<file path="src/rtl/fu_cdb_arb.sv">
// Writeback arbiter: buffers FU results in 2-entry lane FIFOs and broadcasts one
// per cycle on a registered CDB, with round-robin grant and branch squash/mask clear.
module fu_cdb_arb #(
  parameter int NUM_FU     = 4,
  parameter int LANE_DEPTH = 2,
  parameter int PRF_IDX_W  = 6,
  parameter int ROB_IDX_W  = 5,
  parameter int BR_MASK_W  = 4
) (
  input  logic                              clk,
  input  logic                              rst,
  input  logic [NUM_FU-1:0]                 fu_done_i,
  input  logic [64*NUM_FU-1:0]              fu_result_i,
  input  logic [PRF_IDX_W*NUM_FU-1:0]       fu_dest_tag_i,
  input  logic [(ROB_IDX_W+1)*NUM_FU-1:0]   fu_rob_idx_i,
  input  logic [BR_MASK_W*NUM_FU-1:0]       fu_br_mask_i,
  input  logic                              rob_br_recovery_i,
  input  logic                              rob_br_pred_correct_i,
  input  logic [BR_MASK_W-1:0]              rob_br_tag_fix_i,
  output logic [NUM_FU-1:0]                 fu_stall_o,
  output logic                              cdb_valid_o,
  output logic [63:0]                       cdb_result_o,
  output logic [PRF_IDX_W-1:0]              cdb_tag_o,
  output logic [ROB_IDX_W:0]                cdb_rob_idx_o,
  output logic [BR_MASK_W-1:0]              cdb_br_mask_o
);

  localparam int PTR_W = $clog2(NUM_FU);

  typedef struct packed {
    logic [63:0]           result;
    logic [PRF_IDX_W-1:0]  tag;
    logic [ROB_IDX_W:0]    rob_idx;
    logic [BR_MASK_W-1:0]  br_mask;
  } entry_t;

  entry_t [NUM_FU-1:0][LANE_DEPTH-1:0] slot_q, slot_d;
  logic   [NUM_FU-1:0][LANE_DEPTH-1:0] vld_q, vld_d;
  logic   [PTR_W-1:0]                  rr_q, rr_d;
  logic                                cdb_valid_q, cdb_valid_d;
  entry_t                              cdb_q, cdb_d;

  entry_t               in_e, e0, e1;
  logic [BR_MASK_W-1:0] clr;
  logic                 found, pop, push, k0, k1;
  logic [PTR_W-1:0]     gnt, idx;

  always_comb begin
    slot_d      = slot_q;
    vld_d       = vld_q;
    rr_d        = rr_q;
    cdb_valid_d = 1'b0;
    cdb_d       = cdb_q;
    clr         = (rob_br_pred_correct_i && !rob_br_recovery_i) ? rob_br_tag_fix_i : '0;
    found       = 1'b0;
    gnt         = '0;
    idx         = '0;
    in_e        = '0;
    e0          = '0;
    e1          = '0;
    pop         = 1'b0;
    push        = 1'b0;
    k0          = 1'b0;
    k1          = 1'b0;

    if (rob_br_recovery_i) begin
      // Squash dependent entries and compact survivors; no grant, no capture.
      for (int i = 0; i < NUM_FU; i++) begin
        k0 = |(slot_q[i][0].br_mask & rob_br_tag_fix_i);
        k1 = |(slot_q[i][1].br_mask & rob_br_tag_fix_i);
        if (vld_q[i][0] && !k0) begin
          vld_d[i][1] = vld_q[i][1] && !k1;
        end else if (vld_q[i][1] && !k1) begin
          slot_d[i][0] = slot_q[i][1];
          vld_d[i]     = 2'b01;
        end else begin
          vld_d[i] = 2'b00;
        end
      end
    end else begin
      for (int k = 0; k < NUM_FU; k++) begin
        idx = PTR_W'((int'(rr_q) + k) % NUM_FU);
        if (!found && vld_q[idx][0]) begin
          found = 1'b1;
          gnt   = idx;
        end
      end

      for (int i = 0; i < NUM_FU; i++) begin
        pop  = found && (gnt == PTR_W'(i));
        push = fu_done_i[i] && !vld_q[i][1];

        in_e.result  = fu_result_i[64*i +: 64];
        in_e.tag     = fu_dest_tag_i[PRF_IDX_W*i +: PRF_IDX_W];
        in_e.rob_idx = fu_rob_idx_i[(ROB_IDX_W+1)*i +: (ROB_IDX_W+1)];
        in_e.br_mask = fu_br_mask_i[BR_MASK_W*i +: BR_MASK_W] & ~clr;

        e0         = slot_q[i][0];
        e0.br_mask = e0.br_mask & ~clr;
        e1         = slot_q[i][1];
        e1.br_mask = e1.br_mask & ~clr;

        if (pop) begin
          slot_d[i][0] = e1;
          vld_d[i]     = {1'b0, vld_q[i][1]};
        end else begin
          slot_d[i][0] = e0;
          slot_d[i][1] = e1;
        end

        if (push) begin
          if (!vld_d[i][0]) begin
            slot_d[i][0] = in_e;
            vld_d[i][0]  = 1'b1;
          end else begin
            slot_d[i][1] = in_e;
            vld_d[i][1]  = 1'b1;
          end
        end
      end

      if (found) begin
        cdb_valid_d   = 1'b1;
        cdb_d         = slot_q[gnt][0];
        cdb_d.br_mask = cdb_d.br_mask & ~clr;
        rr_d          = PTR_W'((int'(gnt) + 1) % NUM_FU);
      end
    end
  end

  always_ff @(posedge clk or negedge rst) begin
    if (!rst) begin
      slot_q      <= '0;
      vld_q       <= '0;
      rr_q        <= '0;
      cdb_valid_q <= 1'b0;
      cdb_q       <= '0;
    end else begin
      slot_q      <= slot_d;
      vld_q       <= vld_d;
      rr_q        <= rr_d;
      cdb_valid_q <= cdb_valid_d;
      cdb_q       <= cdb_d;
    end
  end

  // Full lane stalls even when it is being drained this cycle.
  always_comb begin
    for (int i = 0; i < NUM_FU; i++) fu_stall_o[i] = vld_q[i][1];
  end

  assign cdb_valid_o   = cdb_valid_q;
  assign cdb_result_o  = cdb_q.result;
  assign cdb_tag_o     = cdb_q.tag;
  assign cdb_rob_idx_o = cdb_q.rob_idx;
  assign cdb_br_mask_o = cdb_q.br_mask;

endmodule

</file>
<file path="config.mk">
export PLATFORM = sky130hd
export DESIGN_NAME = fu_cdb_arb
export DESIGN_NICKNAME = d
export VERILOG_FILES = /design/src/rtl/fu_cdb_arb.sv
export SDC_FILE = /design/constraint.sdc
export NUM_CORES = 2
export LEC_CHECK = 0
export CAP_MARGIN = 20
export CORE_MARGIN = 4
export CORE_UTILIZATION = 42
export CTS_CLUSTER_DIAMETER = 30
export CTS_CLUSTER_SIZE = 10
export DETAILED_ROUTE_END_ITERATION = 7
export PLACE_DENSITY = 0.63
export SLEW_MARGIN = 20
export SYNTH_ARGS = -nofsm -noshare
export SYNTH_HDL_FRONTEND = slang
export SYNTH_SLANG_ARGS = --single-unit
</file>
<file path="constraint.sdc">
create_clock -name clk -period 3.1 [get_ports clk]
set_input_delay 0.93 -clock clk [delete_from_list [all_inputs] [get_ports clk]]
set_output_delay 0.93 -clock clk [all_outputs]
set_load 0.1 [all_outputs]
</file>
Word level (Yosys, flattened, before mapping)
Index checks and enable logic that the tools add are counted.
{"block": "totals", "regBits": 731, "word_cells": 226}
{"block": "classes", "n_mux": 87, "reduce_logical": 50, "addsub": 4, "bitwise": 23, "order_cmp": 5, "eq_ne": 11}
{"op": "$mux W80", "n": 25}
{"op": "$mux W160", "n": 4}
{"op": "$bmux W160 S2", "n": 1}
{"op": "$and A4 B4 Y4", "n": 21}
{"op": "$mux W2", "n": 17}
{"op": "$reduce_or A4 Y1", "n": 8}
{"op": "$mux W1", "n": 30}
{"op": "$logic_and A1 B1 Y1", "n": 20}
{"op": "$mux W4", "n": 5}
{"op": "$bmux W2 S2", "n": 4}
{"op": "$logic_not A1 Y1", "n": 16}
{"op": "$lt A2 B3 Y1 const B", "n": 5}
{"op": "$reduce_and A2 Y1", "n": 5}
{"op": "$mux W8", "n": 1}
{"op": "$ne A2 B1 Y1 const B", "n": 4}
{"op": "$ne A2 B2 Y1 const B", "n": 4}
{"op": "$add A2 B1 Y2 const B", "n": 2}
{"op": "$add A2 B2 Y2 const B", "n": 2}
{"op": "$eq A2 B2 Y1 const B", "n": 2}
{"op": "$not A4 Y4", "n": 1}
{"op": "$eq A2 B1 Y1 const B", "n": 1}
{"op": "$logic_not A2 Y1", "n": 1}
{"op": "$not A1 Y1", "n": 1}

Logic depth before layout (Yosys ltp)
{"block": "logic_depth", "depth_word": 23, "depth_mapped": 9, "depth_no_buf": 6}

Worst setup path after synthesis
OpenSTA, ideal clock, no wires.
{"block": "synth_timing", "path_kind": "input -> register", "startpoint": "input rob_br_tag_fix_i[3]", "endpoint": "register slot_q[74] (netlist name)", "n_path_buf": 3, "cell_stages": 8, "t_arrival_ps": 2641, "path_slack_ps": 333, "setup_ps": 126, "path_cell_list": "buf_2 > a222oi_1 > and3_1 > nor2b_1 > buf_6 > buf_6 > mux2_4 > a221o_1"}
{"block": "synth_via", "elab_chain_len": 6, "word_cells_on_any_way": 11}
{"element": "from (decl)", "line_no": "19", "rtl": "input logic [BR_MASK_W-1:0] rob_br_tag_fix_i,"}
{"element": "$and A4 B4 Y4, on equally long branches", "line_no": "70, 69"}
{"element": "$reduce_or A4 Y1, on equally long branches", "line_no": "70, 69"}
{"element": "$logic_not A1 Y1, on equally long branches", "line_no": "73, 71"}
{"element": "$logic_and A1 B1 Y1, on equally long branches", "line_no": "73, 71"}
{"element": "$ne A2 B1 Y1 (no source line) / $ne A2 B2 Y1 (equally long branches)"}
{"element": "$reduce_and A2 Y1 (no source line) *"}
{"element": "to (signal assigned)", "line_no": "139", "rtl": "slot_q <= slot_d;"}
{"element": "to (decl)", "line_no": "37", "rtl": "entry_t [NUM_FU-1:0][LANE_DEPTH-1:0] slot_q, slot_d;"}
Mark *: on every way between the ends. The rest lies on a longest branch, timed or not.
A chain may end at the register's enable or synchronous reset.

Final worst setup path
{"block": "layout_timing", "startpoint": "register vld_q[4] (netlist name)", "endpoint": "register cdb_q (netlist bit cdb_result_o[36])"}
{"block": "layout_via", "elab_chain_len": 18, "word_cells_on_any_way": 30}
{"element": "from (decl)", "line_no": "38", "rtl": "logic [NUM_FU-1:0][LANE_DEPTH-1:0] vld_q, vld_d;"}
{"element": "from (signal assigned)", "line_no": "140", "rtl": "vld_q <= vld_d;"}
{"element": "$bmux W2 S2", "line_no": "83", "rtl": "if (!found && vld_q[idx][0]) begin"}
{"element": "$mux W1 (not written as such)", "line_no": "83"}
{"element": "$mux W1", "line_no": "83"}
{"element": "$mux W1", "line_no": "66", "rtl": "if (rob_br_recovery_i) begin"}
{"element": "$logic_not A1 Y1", "line_no": "83"}
{"element": "$logic_and A1 B1 Y1", "line_no": "83"}
{"element": "$mux W1", "line_no": "83"}
{"element": "$mux W1", "line_no": "66"}
{"element": "[2 not listed]"}
{"element": "$mux W1", "line_no": "83"}
{"element": "$mux W1", "line_no": "66"}
{"element": "$logic_not A1 Y1", "line_no": "83"}
{"element": "$logic_and A1 B1 Y1", "line_no": "83"}
{"element": "$mux W2", "line_no": "83"}
{"element": "$mux W2", "line_no": "66"}
{"element": "$bmux W160 S2", "line_no": "124", "rtl": "cdb_d = slot_q[gnt][0];"}
{"element": "$mux W80 (not written as such)", "line_no": "124"}
{"element": "to (signal assigned)", "line_no": "137", "rtl": "cdb_q <= '0;"}
{"element": "to (signal assigned)", "line_no": "143", "rtl": "cdb_q <= cdb_d;"}
{"element": "to (decl)", "line_no": "41", "rtl": "entry_t cdb_q, cdb_d;"}
Several ways; a longest one is shown, not always the timed one. The select of a mux whose other input is x is not followed.

==> flow_metrics.env <==
export IMPL_status="complete, no violations"
export IMPL_ys_ff_latch=731
export IMPL_async_flop_share=1.00
export IMPL_synthFlopType="dfrtp_1"
export IMPL_synth_edff_count=0
export IMPL_cap_violations=0
export IMPL_core_rowCount=113
export IMPL_grt_max_degree=163
export IMPL_io_pins=417
export IMPL_grt_pass1_vias=34000
export IMPL_insertion_delay_ns=0.78
export IMPL_cp_data_required_time_ns=3.75
export IMPL_yosysWarnings=0
export IMPL_setup_viol_count_final=0
export IMPL_vdd_drop_max_mv=1.34
export IMPL_gr_total_overflow=0
export IMPL_dr_pass1_iters=6
export IMPL_numClockSinks=731
export IMPL_dpl_cell_area_mm2=0.0467
export IMPL_globalplace_congestion=0.892
export IMPL_worst_slew_pin_slew_ns=0.861
export IMPL_route_detailed_drc=0
export IMPL_fin_area_mm2=0.0532
export IMPL_clockBufferDepth=3
export IMPL_fin_skew_ns=0.0456
export IMPL_vias=35300
export IMPL_hold_viol_final=0
export IMPL_cts_hold_repair_buffers=0
export IMPL_maxSlewViolCount=0
export IMPL_viasPerCell=6.33
export IMPL_drtAntennaViolNets=0
export IMPL_drtIter0Drc=3672
export IMPL_post_dp_hpwl_mm=94.1
export IMPL_ys_seq_area_frac=0.454
export IMPL_fp_dieW_um=318
export IMPL_routed_wire_length_per_instance_um=25.9
export IMPL_arrival_ns=3.36
export IMPL_routed_wl_mm=144
export IMPL_start_kind="flip-flop"
export IMPL_ctsRootBufferMaster="clkbuf_16"
export IMPL_grt_first_pass_wirelength_mm=219
export IMPL_max_slew_margin=0.426
export IMPL_grt_usage=0.276
export IMPL_io_buffers=416
export IMPL_path_clk_slew_ns=0.04
export IMPL_period_share=0.874
export IMPL_ys_types=69
export IMPL_syn_instance_count=3754
export IMPL_cts_resized=0
export IMPL_dp_slack_ns=-0.227
export IMPL_syn_avg_cell_area_um2=10.7
export IMPL_fmax_mhz=369
export IMPL_critPathMaxFanout=51
export IMPL_power_density_mw_per_mm2=1300
export IMPL_start_util=0.424
export IMPL_grt_setup_unrepaired="false"
export IMPL_coreArea_mm2=0.0952
export IMPL_synth_area_mm2=0.0403
export IMPL_hold_path_class="primary input to asynchronous set/reset pin"
export IMPL_htreeDepth=4
export IMPL_final_nets=4483
export IMPL_area_growth_pct=31.9
export IMPL_synth_nets=4086
export IMPL_fillers=8015
export IMPL_antenna_found_initial=11
export IMPL_layout_commonest_cell="dfrtp_1"
export IMPL_die_area_mm2=0.101
export IMPL_drive_above_1_share=0.239
export IMPL_critical_path_class="flip-flop to flip-flop"
export IMPL_post_cts_setup_buffers=0
export IMPL_cts_tree="yes"
export IMPL_postLayoutSetupSlackWorst_ns=0.390
export IMPL_p_leak_uw=0.0216
export IMPL_cp_end_kind="flip-flop"
export IMPL_dp_cells=5230
export IMPL_stdcell_count=5574
export IMPL_fp_dieH_um=318
export IMPL_finalCriticalPeriod_ns=2.71
export IMPL_numCtsBuffers=184
export IMPL_mostFrequentLayoutCells="731 x dfrtp_1, 334 x mux2_2, 329 x clkdlybuf4s50_1, 232 x a221o_1, 207 x buf_4"
## synthesized netlist by cell type (64+ instances only)
cell       number  area [µm²]
dfrtp_1       731       18300
mux2_2        334        3760
clkbuf_1      235         882
a221o_1       232        2320
nand2_1       204         766
nor2_1        192         721
a21oi_1       176         881
a221oi_1      156        1370
nand4_1       153         957
mux2_1        146        1640
o2bb2ai_1     102         893
buf_2          99         495
o31ai_1        88         661
nor2b_1        83         519
nand2b_1       82         513
a22oi_1        80         601
o211ai_1       80         601
a21o_1         79         593
o22ai_1        64         400
## power breakdown
group,switching (µW),internal [µW],total [µW]
clock network,6190,13200,19400
registers,4260,14400,18700
logic,18800,12500,31300
## per-stage QoR
stage | utilization | setup TNS (ns) | hold slack (ns) | total power, µW
floorplan | - | 0 | 0.473 | 39100
global placement | 0.491 | -37.83 | 0.482 | 49000
detailed placement | 0.491 | -44.12 | 0.491 | 49600
CTS | 0.559 | 0 | 0.0698 | 69300
global route | 0.559 | 0 | 0.0960 | 72700
finish | 0.559 | 0 | 0.106 | 69400
## layer usage
metal	track usage	wire length [µm]
met1	0.405	65100
met2	0.398	62800
met3	0.0735	12700
met4	0.0855	3740
met5	0	23
## cells by family after synthesis
family          after synthesis  share of synthesized area
buf+inv                     418                     0.0493
flops                       731                      0.454
mux                         544                      0.150
compound gates             1291                      0.252
simple gates                770                     0.0951
## critical path: stages, from the launching register on
cell	delay [ns]
dfrtp_1	0.43
or3_1	0.49
o21ai_4	0.69
inv_4	0.29
buf_12	0.27
nor2_1	0.18
nor2_1	0.08
o2bb2ai_1	0.14
## final timing paths
| kind | end | startpoint | depth (start not counted) | slack [ns] |
|---|---|---|---|---|
| worst min-delay path | slot_q[298]$_DFFE_PN0P_ | rst | 1 | 0.11 |
| worst max-delay path | cdb_result_o[36]$_DFFE_PN0P_ | vld_q[4]$_DFFE_PN0P_ | 7 | 0.39 |
| max in group asynchronous | slot_q[452]$_DFFE_PN0P_ | rst | 2 | 1.94 |
| worst min register to register | slot_q[592]$_DFFE_PN0P_ | slot_q[592]$_DFFE_PN0P_ | 1 | 0.50 |
| worst max register to register | cdb_result_o[36]$_DFFE_PN0P_ | vld_q[4]$_DFFE_PN0P_ | 7 | 0.39 |
| min in group clk | slot_q[592]$_DFFE_PN0P_ | slot_q[592]$_DFFE_PN0P_ | 1 | 0.50 |
## flip-flops by register name, summed over array words and instances, names as in the netlist
register and cells:
slot_q 640, cdb_br_mask_o 4, rr_q 2, cdb_rob_idx_o 6, cdb_valid_o 1, cdb_result_o 64
cdb_tag_o 6, vld_q 4, fu_stall_o 4
## cell type report
| cell class | instances | area (µm²) | share of cell area |
|---|---|---|---|
| Tap cell | 1265 | 1580 | 0.0298 |
| Sequential cell | 731 | 18300 | 0.344 |
| Multi-Input combinational cell | 2605 | 20300 | 0.382 |
| Inverter | 9 | 37.5 | 0.000706 |
| Clock buffer | 249 | 5130 | 0.0964 |
| Antenna cell | 9 | 22.5 | 0.000423 |
| Clock inverter | 86 | 1280 | 0.0241 |
| Timing Repair Buffer | 620 | 6520 | 0.123 |
No activity file was read; power rests on OpenSTA's default activity.
